File: config.mk
export PLATFORM = sky130hd
export DESIGN_NAME = mips_muldiv
export DESIGN_NICKNAME = d
export VERILOG_FILES = /design/src/rtl/mips_muldiv.sv
export SDC_FILE = /design/constraint.sdc
export NUM_CORES = 1
export LEC_CHECK = 0
export BUFFER_PORTS_ARGS = -buffer_cell sky130_fd_sc_hd__buf_2
export CAP_MARGIN = 20
export CORE_MARGIN = 2
export CORE_UTILIZATION = 55
export DETAILED_ROUTE_END_ITERATION = 10
export PLACE_DENSITY = 0.79
export SLEW_MARGIN = 15
export SYNTH_ARGS = -nofsm -noshare
export SYNTH_HDL_FRONTEND = slang
export SYNTH_SLANG_ARGS = --single-unit
File: constraint.sdc
create_clock -name clk -period 3.8 [get_ports clk]
set_input_delay 1.14 -clock clk [delete_from_list [all_inputs] [get_ports clk]]
set_output_delay 1.14 -clock clk [all_outputs]
set_load 0.01 [all_outputs]
File: src/rtl/mips_muldiv.sv
// Iterative MIPS-style multiply/divide unit: one shift-add or restoring
// shift-subtract step per cycle, with sign handling before and after the loop.
module mips_muldiv #(
  parameter int unsigned WIDTH = 32
) (
  input  logic             clk,
  input  logic             rst_n,
  input  logic             start,
  input  logic [1:0]       op,
  input  logic [WIDTH-1:0] opA,
  input  logic [WIDTH-1:0] opB,
  output logic             busy,
  output logic             done,
  output logic [WIDTH-1:0] hi,
  output logic [WIDTH-1:0] lo,
  output logic             divz
);

  localparam int unsigned W2 = 2 * WIDTH;
  localparam int unsigned CW = $clog2(WIDTH);

  typedef enum logic [1:0] {
    S_IDLE,
    S_PREP,
    S_RUN,
    S_FIX
  } state_t;

  state_t r_state;
  state_t w_state_nxt;

  logic [1:0]       r_op;
  logic [WIDTH-1:0] r_a;
  logic [WIDTH-1:0] r_b;
  logic [WIDTH-1:0] r_m;
  logic [W2-1:0]    r_acc;
  logic [CW-1:0]    r_cnt;
  logic             r_neg_lo;
  logic             r_neg_hi;
  logic             r_busy;
  logic             r_done;
  logic             r_divz;
  logic [WIDTH-1:0] r_hi;
  logic [WIDTH-1:0] r_lo;

  logic             w_signed;
  logic             w_is_div;
  logic             w_div_zero;
  logic             w_last;
  logic [WIDTH-1:0] w_abs_a;
  logic [WIDTH-1:0] w_abs_b;
  logic [WIDTH-1:0] w_addend;
  logic [WIDTH:0]   w_sum;
  logic [W2-1:0]    w_mul_nxt;
  logic [WIDTH:0]   w_shift;
  logic             w_ge;
  logic [WIDTH-1:0] w_diff;
  logic [W2-1:0]    w_div_nxt;
  logic [W2-1:0]    w_prod_fix;
  logic [WIDTH-1:0] w_quo_fix;
  logic [WIDTH-1:0] w_rem_fix;

  assign busy = r_busy;
  assign done = r_done;
  assign hi   = r_hi;
  assign lo   = r_lo;
  assign divz = r_divz;

  // op[0] selects unsigned, op[1] selects divide
  assign w_signed   = ~r_op[0];
  assign w_is_div   = r_op[1];
  assign w_div_zero = w_is_div && (r_b == {WIDTH{1'b0}});
  assign w_last     = (r_cnt == CW'(WIDTH - 1));

  assign w_abs_a = (w_signed && r_a[WIDTH-1]) ? (-r_a) : r_a;
  assign w_abs_b = (w_signed && r_b[WIDTH-1]) ? (-r_b) : r_b;

  // Multiply step: add multiplicand into the upper half when the LSB is set, then shift right
  assign w_addend  = r_acc[0] ? r_m : {WIDTH{1'b0}};
  assign w_sum     = {1'b0, r_acc[W2-1:WIDTH]} + {1'b0, w_addend};
  assign w_mul_nxt = {w_sum, r_acc[WIDTH-1:1]};

  // Divide step: upper half is the partial remainder, lower half shifts dividend out / quotient in
  assign w_shift   = {r_acc[W2-1:WIDTH], r_acc[WIDTH-1]};
  assign w_ge      = (w_shift >= {1'b0, r_m});
  assign w_diff    = WIDTH'(w_shift - {1'b0, r_m});
  assign w_div_nxt = {(w_ge ? w_diff : w_shift[WIDTH-1:0]), r_acc[WIDTH-2:0], w_ge};

  assign w_prod_fix = r_neg_lo ? (-r_acc) : r_acc;
  assign w_quo_fix  = r_neg_lo ? (-r_acc[WIDTH-1:0]) : r_acc[WIDTH-1:0];
  assign w_rem_fix  = r_neg_hi ? (-r_acc[W2-1:WIDTH]) : r_acc[W2-1:WIDTH];

  always_ff @(posedge clk or negedge rst_n) begin
    if (!rst_n) begin
      r_state <= S_IDLE;
    end else begin
      r_state <= w_state_nxt;
    end
  end

  always_comb begin
    w_state_nxt = r_state;
    case (r_state)
      S_IDLE: if (start) w_state_nxt = S_PREP;
      S_PREP: w_state_nxt = w_div_zero ? S_FIX : S_RUN;
      S_RUN:  if (w_last) w_state_nxt = S_FIX;
      S_FIX:  w_state_nxt = S_IDLE;
      default: w_state_nxt = S_IDLE;
    endcase
  end

  always_ff @(posedge clk or negedge rst_n) begin
    if (!rst_n) begin
      r_op     <= 2'b00;
      r_a      <= '0;
      r_b      <= '0;
      r_m      <= '0;
      r_acc    <= '0;
      r_cnt    <= '0;
      r_neg_lo <= 1'b0;
      r_neg_hi <= 1'b0;
      r_busy   <= 1'b0;
      r_done   <= 1'b0;
      r_divz   <= 1'b0;
      r_hi     <= '0;
      r_lo     <= '0;
    end else begin
      r_done <= 1'b0;
      case (r_state)
        S_IDLE: begin
          if (start) begin
            r_op   <= op;
            r_a    <= opA;
            r_b    <= opB;
            r_busy <= 1'b1;
            r_divz <= 1'b0;
          end
        end
        S_PREP: begin
          r_cnt    <= '0;
          r_neg_lo <= w_signed & (r_a[WIDTH-1] ^ r_b[WIDTH-1]);
          r_neg_hi <= w_signed & r_a[WIDTH-1];
          if (w_is_div) begin
            r_m   <= w_abs_b;
            r_acc <= {{WIDTH{1'b0}}, w_abs_a};
            if (w_div_zero) r_divz <= 1'b1;
          end else begin
            r_m   <= w_abs_a;
            r_acc <= {{WIDTH{1'b0}}, w_abs_b};
          end
        end
        S_RUN: begin
          r_cnt <= CW'(r_cnt + 1'b1);
          r_acc <= w_is_div ? w_div_nxt : w_mul_nxt;
        end
        S_FIX: begin
          r_done <= 1'b1;
          r_busy <= 1'b0;
          if (r_divz) begin
            r_hi <= r_a;
            r_lo <= {WIDTH{1'b1}};
          end else if (w_is_div) begin
            r_hi <= w_rem_fix;
            r_lo <= w_quo_fix;
          end else begin
            r_hi <= w_prod_fix[W2-1:WIDTH];
            r_lo <= w_prod_fix[WIDTH-1:0];
          end
        end
        default: r_busy <= 1'b0;
      endcase
    end
  end

endmodule

==> results.toml, run 1 <==
[global_routing]
use_met1 = 0.4633
grt_max_degree = 67
use_met2 = 0.5507
antenna_found_initial = 0
grt-busiest-layer = "met2"
grt_pass1_wl_um = 91460
grt-ovfl-total = 0
grt_usage = 0.3537
grt_pass1_vias = 16136
met3_usage = 0.07521

[logic_synthesis]
yosys_warnings = 0
synth_nets = 2125
syn_avg_cell_area_um2 = 8.795
synth.area.top_cells = "dfrtp_1 (34%), ha_1 (5.3%), mux2_2 (5.1%)"
synth_edf_count = 0
ys.flop_type = "dfrtp_1"
yosysSeqAreaShare = 0.3420
synthCells = 1980
synth.ff_latch_count = 238
async_flop_share = 1.000
synth_area_um2 = 17410
yosysTopAreaCell = "dfrtp_1"
synth_top_area_frac = 0.3420
yosysUniqueCellTypes = 91

[route]
ant_nets = 0
vias = 16759
dr.pass1.iters = 6
finalWirelength_um = 59150
drc = 0
drt-wirelength-per-cell_um = 23.23
drt_iter0_markers = 1967
vias_per_cell = 6.582

[run]
maxCapViolations = 0

[floorplanning]
num_rows = 65
die_h_um = 181.9
dieArea_um2 = 33100
fp.dieW_um = 181.9
start_util = 0.5547
ios = 136
core_um2 = 31390

[timing]
fin_setup_tns_ns = 0
max_freq_mhz = 269.9
setup_viol = 0
finalMaxSlewViolations = 0
tightest_slew_ns = 0.8158
skew_ns = 0.01510
rsz0062_at_grt = "false"
post-route-min-period_ns = 3.706
relSlewSlack = 0.4536
fin_crit_sh = 0.9752
finalHoldViolCount = 0
hold_ws_ns = 0.4824

[worst_setup_path]
cp_max_fo = 7
arrival_ns = 4.15
crit_path_end_kind = "flip-flop"
r2r_slack_ns = 0.09
crit_required_ns = 4.24
cp-start-kind = "flip-flop"
critPathKind = "reg -> reg"

[run_status]
status = "finished clean"

[cells_and_area]
diodes = 0
drive_gt1_frac = 0.1875
nNetsFinal = 2270
syn2layout_area_growth_pct = 14.23

[clock_tree]
cts_sinks = 238
clk_pin_slew_ns = 0.07
cts_buffers = 26
cts_tree = "done"
post_cts_buffers = 0
cts_buffer_depth = 3
insertion_delay_ns = 0.55
hold_buffers = 0
cts_root_buf = "clkbuf_16"
htree_levels = 1

[placement]
gp_congestion = 1.023
portBuffers = 135
hpwl_um = 44670

[worst_hold_path]
hold_path.class = "reg -> reg"
-- cells in the mapped netlist, types with 13 or more instances --
cell	number
a211oi_1	16
a21o_1	34
a21oi_1	140
a31oi_1	25
clkbuf_1	87
dfrtp_1	238
ha_1	74
inv_1	85
mux2_2	79
mux2i_1	42
nand2_1	140
nand2b_1	32
nand3_1	43
nand4_1	15
nor2_1	225
nor2b_1	13
nor3_1	37
nor4_1	13
o211ai_1	25
o21ai_0	130
o221ai_1	15
o22a_1	30
o22ai_1	13
o31ai_1	20
o41ai_1	17
or3_1	21
or4_1	15
xnor2_1	98
xor2_1	71
-- through the flow --
step / util / instances / setup slack, ns / instance area [µm²]
2_1_floorplan: - / 1980 / 0.4359 / 17410
3_3_place_gp: 0.6024 / 2499 / 0.2315 / 18910
3_5_place_dp: 0.6024 / 2499 / 0.1718 / 18910
4_1_cts: 0.6330 / 2546 / 0.1373 / 19870
5_1_grt: 0.6337 / 2546 / 0.01565 / 19890
6_report: 0.6337 / 2546 / 0.09428 / 19890
-- placed cells by master, fill, tap and decap left out, types with 27 or more instances in the layout --
master and n:
mux2_2 79, clkbuf_16 27, mux2i_1 42, o22a_1 30, nand2_1 139, nand3_1 43
nand2b_1 32, a21oi_1 140, a21o_1 34, o21ai_0 129, nor2_1 225, buf_4 86
xor2_1 71, buf_2 134, nor3_1 37, dfrtp_1 237, inv_1 83, ha_1 72
xnor2_1 98
-- critical path: stages (launching register included) --
cell and delay, ns:
dfrtp_1 0.47, ha_1 0.33, nor2b_1 0.23, o2111ai_1 0.17
a21boi_0 0.48, o311ai_0 0.36, a211oi_1 0.63, o21ai_0 0.22
and3_1 0.22, o311a_1 0.27, o32ai_1 0.21
-- kinds of logic after synthesis --
family                     Yosys count  share of synthesized area
AOI/OAI and AO/OA                  562                     0.2126
xor gates and xnor gates           169                    0.08500
adders and majority gates           76                    0.05547
buffers and inverters              196                    0.04526
DFF                                238                     0.3420
muxes                              136                    0.09463
and+or+nand+nor                    603                     0.1650
-- layer usage --
| metal | wire, µm | part of all wire |
|---|---|---|
| met5 | 0 | 0 |
| met4 | 3716 | 0.063 |
| met3 | 5756 | 0.097 |
| met2 | 26190 | 0.44 |
| met1 | 23480 | 0.40 |
-- area by class of cell --
type                       instances  area [µm²]
inverter                          88       334.1
timing repair buffer             225        1411
clock buffer                      34       742.0
tap                              402       503.0
fill                            2654       11500
multi-input combinational       1546       10720
sequential                       238        5959
clock inverter                    13       221.5
-- state kept, by name, indices dropped and copies added (netlist names) --
name      flops
r_b          32
divz          1
r_m          32
r_acc        64
busy          1
r_cnt         5
done          1
hi           32
r_state       2
lo           32
r_neg_lo      1
r_op          2
r_neg_hi      1
r_a          32
-- final timing paths --
kind | endpoint | cells after the start | startpoint
hold / removal | hi[23]$_DFFE_PN0P_ | 1 | hi[23]$_DFFE_PN0P_
setup reg to reg | r_acc[59]$_DFFE_PN0P_ | 10 | r_acc[32]$_DFFE_PN0P_
min in group asynchronous | r_acc[43]$_DFFE_PN0P_ | 1 | rst_n
max in group asynchronous | hi[27]$_DFFE_PN0P_ | 2 | rst_n
setup / recovery | r_acc[59]$_DFFE_PN0P_ | 10 | r_acc[32]$_DFFE_PN0P_
hold reg to reg | hi[23]$_DFFE_PN0P_ | 1 | hi[23]$_DFFE_PN0P_
-- repair_timing --
item,in CTS,in global routing
hold endpoints to repair,0,0
setup endpoints to repair,0,6
gates resized for setup,0,5
Power of run 1 is left out: the tool's default activity adds up to more than one toggle a clock period on the data nets, which glitch-free logic cannot reach.
==> run 2: changes to the inputs <==
--- a/config.mk
+++ b/config.mk
@@ -8,9 +8,9 @@
 export BUFFER_PORTS_ARGS = -buffer_cell sky130_fd_sc_hd__buf_2
 export CAP_MARGIN = 20
 export CORE_MARGIN = 2
-export CORE_UTILIZATION = 55
+export CORE_UTILIZATION = 25
 export DETAILED_ROUTE_END_ITERATION = 10
-export PLACE_DENSITY = 0.79
+export PLACE_DENSITY = 0.45
 export SLEW_MARGIN = 15
 export SYNTH_ARGS = -nofsm -noshare
 export SYNTH_HDL_FRONTEND = slang
==> results.toml, run 2 (synthesized netlist as in run 1, its figures left out) <==
[worst_setup_path]
crit_path_end_kind = "flip-flop"
critPathKind = "reg -> reg"
arrival_ns = 4.25
crit_required_ns = 4.32
cp-start-kind = "flip-flop"
cp_max_fo = 6

[placement]
portBuffers = 135
hpwl_um = 57210
gp_congestion = 0.9100

[global_routing]
grt_pass1_wl_um = 107400
grt_usage = 0.1996
antenna_found_initial = 1
grt_max_degree = 68
grt-ovfl-total = 0
grt_pass1_vias = 16061

[clock_tree]
cts_buffer_depth = 3
cts_tree = "done"
insertion_delay_ns = 0.59
hold_buffers = 0
htree_levels = 1
cts_buffers = 29
cts_root_buf = "clkbuf_16"
clk_pin_slew_ns = 0.06
cts_sinks = 238

[route]
vias = 16472
drt_iter0_markers = 1430
ant_nets = 0
vias_per_cell = 5.305
drc = 0
drt-wirelength-per-cell_um = 23.44
dr.pass1.iters = 7
finalWirelength_um = 72800

[timing]
max_freq_mhz = 268.0
relSlewSlack = 0.3315
setup_viol = 0
fin_crit_sh = 0.9818
hold_ws_ns = 0.4924
finalMaxSlewViolations = 0
tightest_slew_ns = 1.003
skew_ns = 0.01767
fin_setup_tns_ns = 0
finalHoldViolCount = 0
post-route-min-period_ns = 3.731
rsz0062_at_grt = "false"

[cells_and_area]
most-common-layout-cells = "dfrtp_1 (235), nor2_1 (225), a21oi_1 (140), nand2_1 (139), buf_2 (134)"
drive_gt1_frac = 0.1983
mostFrequentLayoutCell = "dfrtp_1"
largest-register = "r_acc"
syn2layout_area_growth_pct = 19.26
nNetsFinal = 2296
ff_latch_area_um2 = 5962
fillerInstances = 7299
multi_input_area_um2 = 10730
largest_register_ffs = 64

[run_status]
status = "finished clean"

[floorplanning]
core_um2 = 68830
ios = 136
dieArea_um2 = 71780
num_rows = 96
fp.dieW_um = 267.9
start_util = 0.2530
die_h_um = 267.9

[worst_hold_path]
hold_path.class = "reg -> reg"

[run]
maxCapViolations = 0
[run 2: layout make-up]
| type | count | area share |
|---|---|---|
| antenna | 1 | 0.0001205 |
| timing repair inverter | 1 | 0.0002410 |
| sequential | 238 | 0.2871 |
| inverter | 88 | 0.01609 |
| multi-input combinational | 1546 | 0.5168 |
| timing repair buffer | 247 | 0.07772 |
| clock buffer | 39 | 0.03916 |
| tap | 931 | 0.05609 |
| clock inverter | 14 | 0.006687 |
[run 2: path summary, 6_finish.rpt]
kind                       slack (ns)               endpoint  cells past startpoint                  from
hold / removal                   0.49     lo[11]$_DFFE_PN0P_                      1    lo[11]$_DFFE_PN0P_
min in group asynchronous        0.54     hi[20]$_DFFE_PN0P_                      1                 rst_n
hold reg to reg                  0.49     lo[11]$_DFFE_PN0P_                      1    lo[11]$_DFFE_PN0P_
setup / recovery                 0.07     hi[17]$_DFFE_PN0P_                     10  r_acc[5]$_DFFE_PN0P_
max in group asynchronous        2.50  r_acc[58]$_DFFE_PN0P_                      2                 rst_n
setup reg to reg                 0.07     hi[17]$_DFFE_PN0P_                     10  r_acc[5]$_DFFE_PN0P_
[run 2: repair_timing]
action,in CTS,in global routing
setup buffers,0,1
setup endpoints to repair,0,4
resized for setup,0,8
[run 2: worst max-delay path, cell delays in order, from the launching register on]
cell     delay (ns)
dfrtp_1        0.44
or4_4          0.56
or4b_4         0.56
nor3_4         0.29
buf_4          0.19
a41oi_1        0.10
o22ai_1        0.40
a21bo_2        0.29
xnor2_1        0.49
mux2i_1        0.18
a21oi_1        0.17
[run 2: per-layer routing]
layer | vias to the layer above | wire length, µm | track usage
li1 | 7548 | - | -
met4 | 0 | 1516 | 0.03880
met2 | 588 | 32580 | 0.3126
met1 | 8248 | 32440 | 0.2776
met5 | - | 0 | 0
met3 | 88 | 6261 | 0.05077
[run 2: metrics by stage]
stage,instances,instance area [µm²],worst slack [ns],utilization
after floorplan,1980,17410,0.4359,-
after global placement,3049,19770,0.1367,0.2873
after detailed placement,3049,19770,0.1386,0.2873
after CTS,3102,20720,0.1188,0.3011
after global routing,3104,20770,0.008781,0.3017
final,3105,20770,0.06901,0.3018
Power of run 2 is left out for the same reason.
